## src/rtl/jk_pkg.sv

```systemverilog
// Definitions shared by jk_bank_writer and the JK flop bank it drives:
// per-flop command encodings and the writer's FSM states.
package jk_pkg;

  localparam logic [1:0] JK_HOLD   = 2'b00;
  localparam logic [1:0] JK_RESET  = 2'b01;
  localparam logic [1:0] JK_SET    = 2'b10;
  localparam logic [1:0] JK_TOGGLE = 2'b11;

  typedef enum logic [1:0] {
    IDLE = 2'd0,
    SCAN = 2'd1,
    DONE = 2'd2
  } jk_state_e;

endpackage

```

## src/rtl/jk_lsb_find.sv

```systemverilog
// Combinational priority encoder: index of the lowest set bit of i_vec,
// plus a flag that says whether any bit is set (index is 0 when none is).
module jk_lsb_find #(
  parameter int WIDTH = 8,
  parameter int IW    = $clog2(WIDTH)
) (
  input  logic [WIDTH-1:0] i_vec,
  output logic [IW-1:0]    o_idx,
  output logic             o_any
);

  always_comb begin
    o_idx = '0;
    // Scan high to low so the lowest set bit is the last assignment.
    for (int i = WIDTH - 1; i >= 0; i--) begin
      if (i_vec[i]) o_idx = IW'(i);
    end
    o_any = |i_vec;
  end

endmodule

```

## src/rtl/jk_bank_writer.sv

```systemverilog
// Drives a shared JK command bus: snapshots the bank against a masked target
// word and issues one command per cycle for each bit that must change.
module jk_bank_writer
  import jk_pkg::*;
#(
  parameter int WIDTH      = 8,
  parameter int USE_TOGGLE = 1,
  parameter int FAST       = 0,
  localparam int IW        = $clog2(WIDTH),
  localparam int CW        = $clog2(WIDTH + 1)
) (
  input  logic             clk,
  input  logic             rst_n,
  input  logic             req_valid,
  output logic             req_ready,
  input  logic [WIDTH-1:0] req_data,
  input  logic [WIDTH-1:0] req_mask,
  input  logic [WIDTH-1:0] q_in,
  output logic             cmd_valid,
  output logic [IW-1:0]    cmd_idx,
  output logic [1:0]       cmd_state,
  output logic             busy,
  output logic             done,
  output logic [CW-1:0]    n_issued
);

  // Handshake: a request transfers on a rising edge where req_valid and
  // req_ready are both high; req_ready is only high in IDLE.

  jk_state_e        r_state;
  logic [WIDTH-1:0] r_data;
  logic [WIDTH-1:0] r_diff;
  logic [CW-1:0]    r_idx;
  logic             r_cmd_valid;
  logic [IW-1:0]    r_cmd_idx;
  logic [1:0]       r_cmd_state;
  logic             r_busy;
  logic             r_done;
  logic             r_ready;
  logic [CW-1:0]    r_n_issued;

  jk_state_e        w_nxt_state;
  logic [WIDTH-1:0] w_nxt_diff;
  logic [CW-1:0]    w_nxt_idx;
  logic             w_accept;
  logic             w_scan;
  logic             w_issue;
  logic [IW-1:0]    w_issue_idx;
  logic [1:0]       w_issue_state;
  logic [WIDTH-1:0] w_new_diff;
  logic [WIDTH-1:0] w_cur_diff;
  logic [WIDTH-1:0] w_cur_data;
  logic [CW-1:0]    w_cur_idx;
  logic [IW-1:0]    w_lsb_idx;
  logic             w_lsb_any;

  assign w_accept   = req_valid && r_ready && (r_state == IDLE);
  assign w_new_diff = req_mask & (q_in ^ req_data);
  // On the accept edge the first command comes from the fresh snapshot.
  assign w_cur_diff = w_accept ? w_new_diff : r_diff;
  assign w_cur_data = w_accept ? req_data   : r_data;
  assign w_cur_idx  = w_accept ? '0         : r_idx;

  generate
    if (FAST != 0) begin : g_fast
      jk_lsb_find #(.WIDTH(WIDTH), .IW(IW)) u_lsb (
        .i_vec (w_cur_diff),
        .o_idx (w_lsb_idx),
        .o_any (w_lsb_any)
      );
    end else begin : g_slow
      assign w_lsb_idx = '0;
      assign w_lsb_any = 1'b0;
    end
  endgenerate

  always_comb begin
    w_nxt_state   = r_state;
    w_nxt_diff    = r_diff;
    w_nxt_idx     = r_idx;
    w_scan        = 1'b0;
    w_issue       = 1'b0;
    w_issue_idx   = '0;
    w_issue_state = JK_HOLD;
    case (r_state)
      IDLE: if (w_accept) begin
        w_nxt_diff = w_new_diff;
        w_nxt_idx  = '0;
        w_scan     = 1'b1;
      end
      SCAN: w_scan = 1'b1;
      DONE: w_nxt_state = IDLE;
      default: w_nxt_state = IDLE;
    endcase
    if (w_scan) begin
      if (FAST == 0) begin
        if (w_cur_idx == CW'(WIDTH)) begin
          w_nxt_state = DONE;
        end else begin
          w_issue_idx = w_cur_idx[IW-1:0];
          w_issue     = w_cur_diff[w_issue_idx];
          w_nxt_idx   = w_cur_idx + CW'(1);
          w_nxt_state = SCAN;
        end
      end else begin
        if (!w_lsb_any) begin
          w_nxt_state = DONE;
        end else begin
          w_issue     = 1'b1;
          w_issue_idx = w_lsb_idx;
          w_nxt_diff  = w_cur_diff & ~(WIDTH'(1) << w_lsb_idx);
          w_nxt_state = SCAN;
        end
      end
    end
    if (w_issue) begin
      if (USE_TOGGLE != 0) w_issue_state = JK_TOGGLE;
      else                 w_issue_state = w_cur_data[w_issue_idx] ? JK_SET : JK_RESET;
    end
  end

  always_ff @(posedge clk) begin
    if (!rst_n) begin
      r_state     <= IDLE;
      r_data      <= '0;
      r_diff      <= '0;
      r_idx       <= '0;
      r_cmd_valid <= 1'b0;
      r_cmd_idx   <= '0;
      r_cmd_state <= JK_HOLD;
      r_busy      <= 1'b0;
      r_done      <= 1'b0;
      r_ready     <= 1'b0;
      r_n_issued  <= '0;
    end else begin
      r_state     <= w_nxt_state;
      r_diff      <= w_nxt_diff;
      r_idx       <= w_nxt_idx;
      r_cmd_valid <= w_issue;
      r_cmd_idx   <= (w_nxt_state == SCAN) ? w_issue_idx : '0;
      r_cmd_state <= w_issue_state;
      r_busy      <= (w_nxt_state != IDLE);
      r_done      <= (w_nxt_state == DONE);
      r_ready     <= (w_nxt_state == IDLE);
      if (w_accept) begin
        r_data     <= req_data;
        r_n_issued <= w_issue ? CW'(1) : '0;
      end else if (w_issue) begin
        r_n_issued <= r_n_issued + CW'(1);
      end
    end
  end

  assign req_ready = r_ready;
  assign cmd_valid = r_cmd_valid;
  assign cmd_idx   = r_cmd_idx;
  assign cmd_state = r_cmd_state;
  assign busy      = r_busy;
  assign done      = r_done;
  assign n_issued  = r_n_issued;

endmodule

```

## config.mk

```make
export PLATFORM = sky130hd
export DESIGN_NAME = jk_bank_writer
export DESIGN_NICKNAME = d
export VERILOG_FILES = /design/src/rtl/jk_pkg.sv /design/src/rtl/jk_lsb_find.sv /design/src/rtl/jk_bank_writer.sv
export SDC_FILE = /design/constraint.sdc
export NUM_CORES = 1
export LEC_CHECK = 0
export BUFFER_PORTS_ARGS = -buffer_cell sky130_fd_sc_hd__clkbuf_2
export CORE_MARGIN = 2
export CORE_UTILIZATION = 55
export CTS_BUF_LIST = sky130_fd_sc_hd__clkbuf_4 sky130_fd_sc_hd__clkbuf_8
export DETAILED_ROUTE_END_ITERATION = 7
export PLACE_DENSITY = 0.85
export SKIP_LAST_GASP = 1
export SYNTH_ARGS = -nofsm -noshare
export SYNTH_HDL_FRONTEND = slang
export SYNTH_SLANG_ARGS = --single-unit
```

## constraint.sdc

```tcl
create_clock -name clk -period 4.54 [get_ports clk]
set_input_delay 0.454 -clock clk [delete_from_list [all_inputs] [get_ports clk]]
set_output_delay 0.454 -clock clk [all_outputs]
set_load 0.005 [all_outputs]
```

==> metrics.txt <==
status=completed; Finished Layout Cells=203; post_cts resized=0; Worst Path Max Fanout=12; Core Box Area=2190 µm²; clk root buf=clkbuf_4; via count=1138; Final Cycle Share=46.0%; Die Wd=52.1 µm; Seq cells post-synth=25; pre-CTS setup slack=2.39 ns; arrival time worst endpoint=2.36 ns; Initial Util=58.1%; Tightest Pin Transition=0.730 ns; global-route wire length before repair=4390 µm; unique cell type count in the Yosys netlist=46; largest net degree at the start of global routing=17; fin area=1480 µm²; Post-synth EDFFs=0; FMAX=478 MHz; placed cells=199; wirelength, routed=2590 µm; final hold violations=0; nets@finish=204; Max Clock Skew=0.00663 ns; vias in the first global route=1082; min cycle time layout=2.09 ns; worst vdd ir=157 µV; Worst slew margin=51.2%; LEAKAGE=0.641 nW; setup TNS=0 ns; Syn-to-layout area delta=16.1%; maximum clock path buffer count=2; gr ovfl total=0; Synth top cells by count=dfxtp_1 (25), nand2_1 (16), nand3_1 (10); clock latency on the worst-skew pair=0.32 ns; TritonCTS Sinks=25; cts bufs inserted=3; worst endpoint required time=4.80 ns; antenna-violating nets left=0; Post-CTS Hold Buffers=0; cells after synthesis=139; PD cells=293 nW/µm²; placer congestion estimate=0.879; Die ar.=2720 µm²; # port buffers=39; DRT Pass-1 Iters=4; Synth area leaders=dfxtp_1 (39%), xor2_1 (5.5%), nand2_1 (4.7%); initial drt markers=21; CP Launch Type=flip-flop; # fillers=191; chip height=52.1 µm; post-CTS setup buffers=0; Post-Syn Area per Cell=9.16 µm²; kind of critical path=flip-flop to flip-flop; top cell type's share of synthesized area=39.3%; RSZ-0062 raised after global routing=false; cell with the most instances after synthesis=dfxtp_1; number of diodes=0; layout cells sized above 1=31.4%; worst min path class=primary input to flip-flop; Ports=40; area post-placement=1450 µm²; TritonCTS clock tree=yes; GR Util All Layers=21.7%; cell taking the most area after synthesis=dfxtp_1; Most used DFF post-synth=dfxtp_1; Cell Area, Synth=1270 µm²; FFs w/ async S/R, synth=0%; max_cap viols=0; row cnt=17; Min Hold Slack=0.363 ns; wire per inst=12.8 µm; fin. max-slew vios=0; setup ws final=2.45 ns; Ys Warns=0; DRC errors left=0; crit end category=flip-flop; clock-pin transition on the worst setup and hold timing paths=0.14 ns; vias per cell=5.61; H-Tree Depth=1; initial antenna violation count=0; Synthesized Nets=167; Final setup viols=0; placed wire-length estimate=1950 µm; post-synthesis sequential area ratio=39.3%
[critical path, stage by stage, from the launching register on]
cell	delay (ns)
dfxtp_1	0.41
nor4bb_4	0.72
and3_4	0.33
a21oi_2	0.08
or4_1	0.42
nand3_1	0.08
[cell families (layout without fill, tap and decap cells)]
group,after synthesis,after routing,synth area share [%]
adders and majority gates,1,1,0.982
buffers and inverters,9,45,4.91
DFF,25,25,39.3
xor gates and xnor gates,10,10,6.88
AOI/OAI and AO/OA,28,28,16.4
muxes,2,2,1.57
and+or+nand+nor,64,64,30.0
[sequential cells by signal, indices dropped and copies added (netlist names)]
register,count
r_diff,8
n_issued,4
r_idx,4
cmd_idx,3
r_state,2
busy,1
cmd_state,1
done,1
req_ready,1
[through the flow]
step | utilization, % | power [W]
6_report | 67.5 | 0.000434
5_1_grt | 67.5 | 0.000456
4_1_cts | 67.5 | 0.000433
3_5_place_dp | 66.1 | 0.000332
3_3_place_gp | 66.1 | 0.000328
2_1_floorplan | - | 0.000304
[metal layers]
metal | share of wire [%] | GRT usage, % | vias up
met5 | 0 | 0 | -
met4 | 2.0 | 11.0 | 0
met3 | 4.6 | 3.16 | 7
met2 | 49 | 38.0 | 33
met1 | 44 | 25.5 | 528
li1 | - | - | 570
[power breakdown]
| part | switching (W) | internal (W) |
|---|---|---|
| Clock | 0.0000658 | 0.0000403 |
| Sequential | 0.0000160 | 0.000232 |
| Combinational | 0.0000396 | 0.0000405 |
[placed cells by master, fill, tap and decap left out, types with 2 or more instances in the layout]
cell type,instances
clkbuf_2,39
dfxtp_1,25
nand2_1,16
nand3_1,10
xor2_1,8
a21oi_1,7
nor2_1,7
a21boi_0,7
and2_1,6
and3_1,4
clkbuf_4,4
nor3_1,3
mux2i_1,2
a211oi_2,2
nor4_1,2
a221oi_1,2
xnor2_1,2
inv_1,2
o21ai_0,2
[path summary, 6_finish.rpt]
check / startpoint / end / slack (ns) / depth (start not counted)
hold reg to reg: r_diff[6] / r_diff[6] / 0.47 / 2
setup reg to reg: req_ready / n_issued[3] / 2.45 / 5
setup / recovery: req_ready / n_issued[3] / 2.45 / 5
hold / removal: req_mask[2] / r_diff[2] / 0.36 / 3
[layout make-up]
type	instances	area, µm²	share of cell area, %
sequential	25	500	33.8
tap	28	35.0	2.37
inverter	2	7.51	0.508
multi-input combinational	105	711	48.1
timing repair buffer	39	195	13.2
clock buffer	4	30.0	2.03
Note: power is estimated with default switching activity, not from simulation.
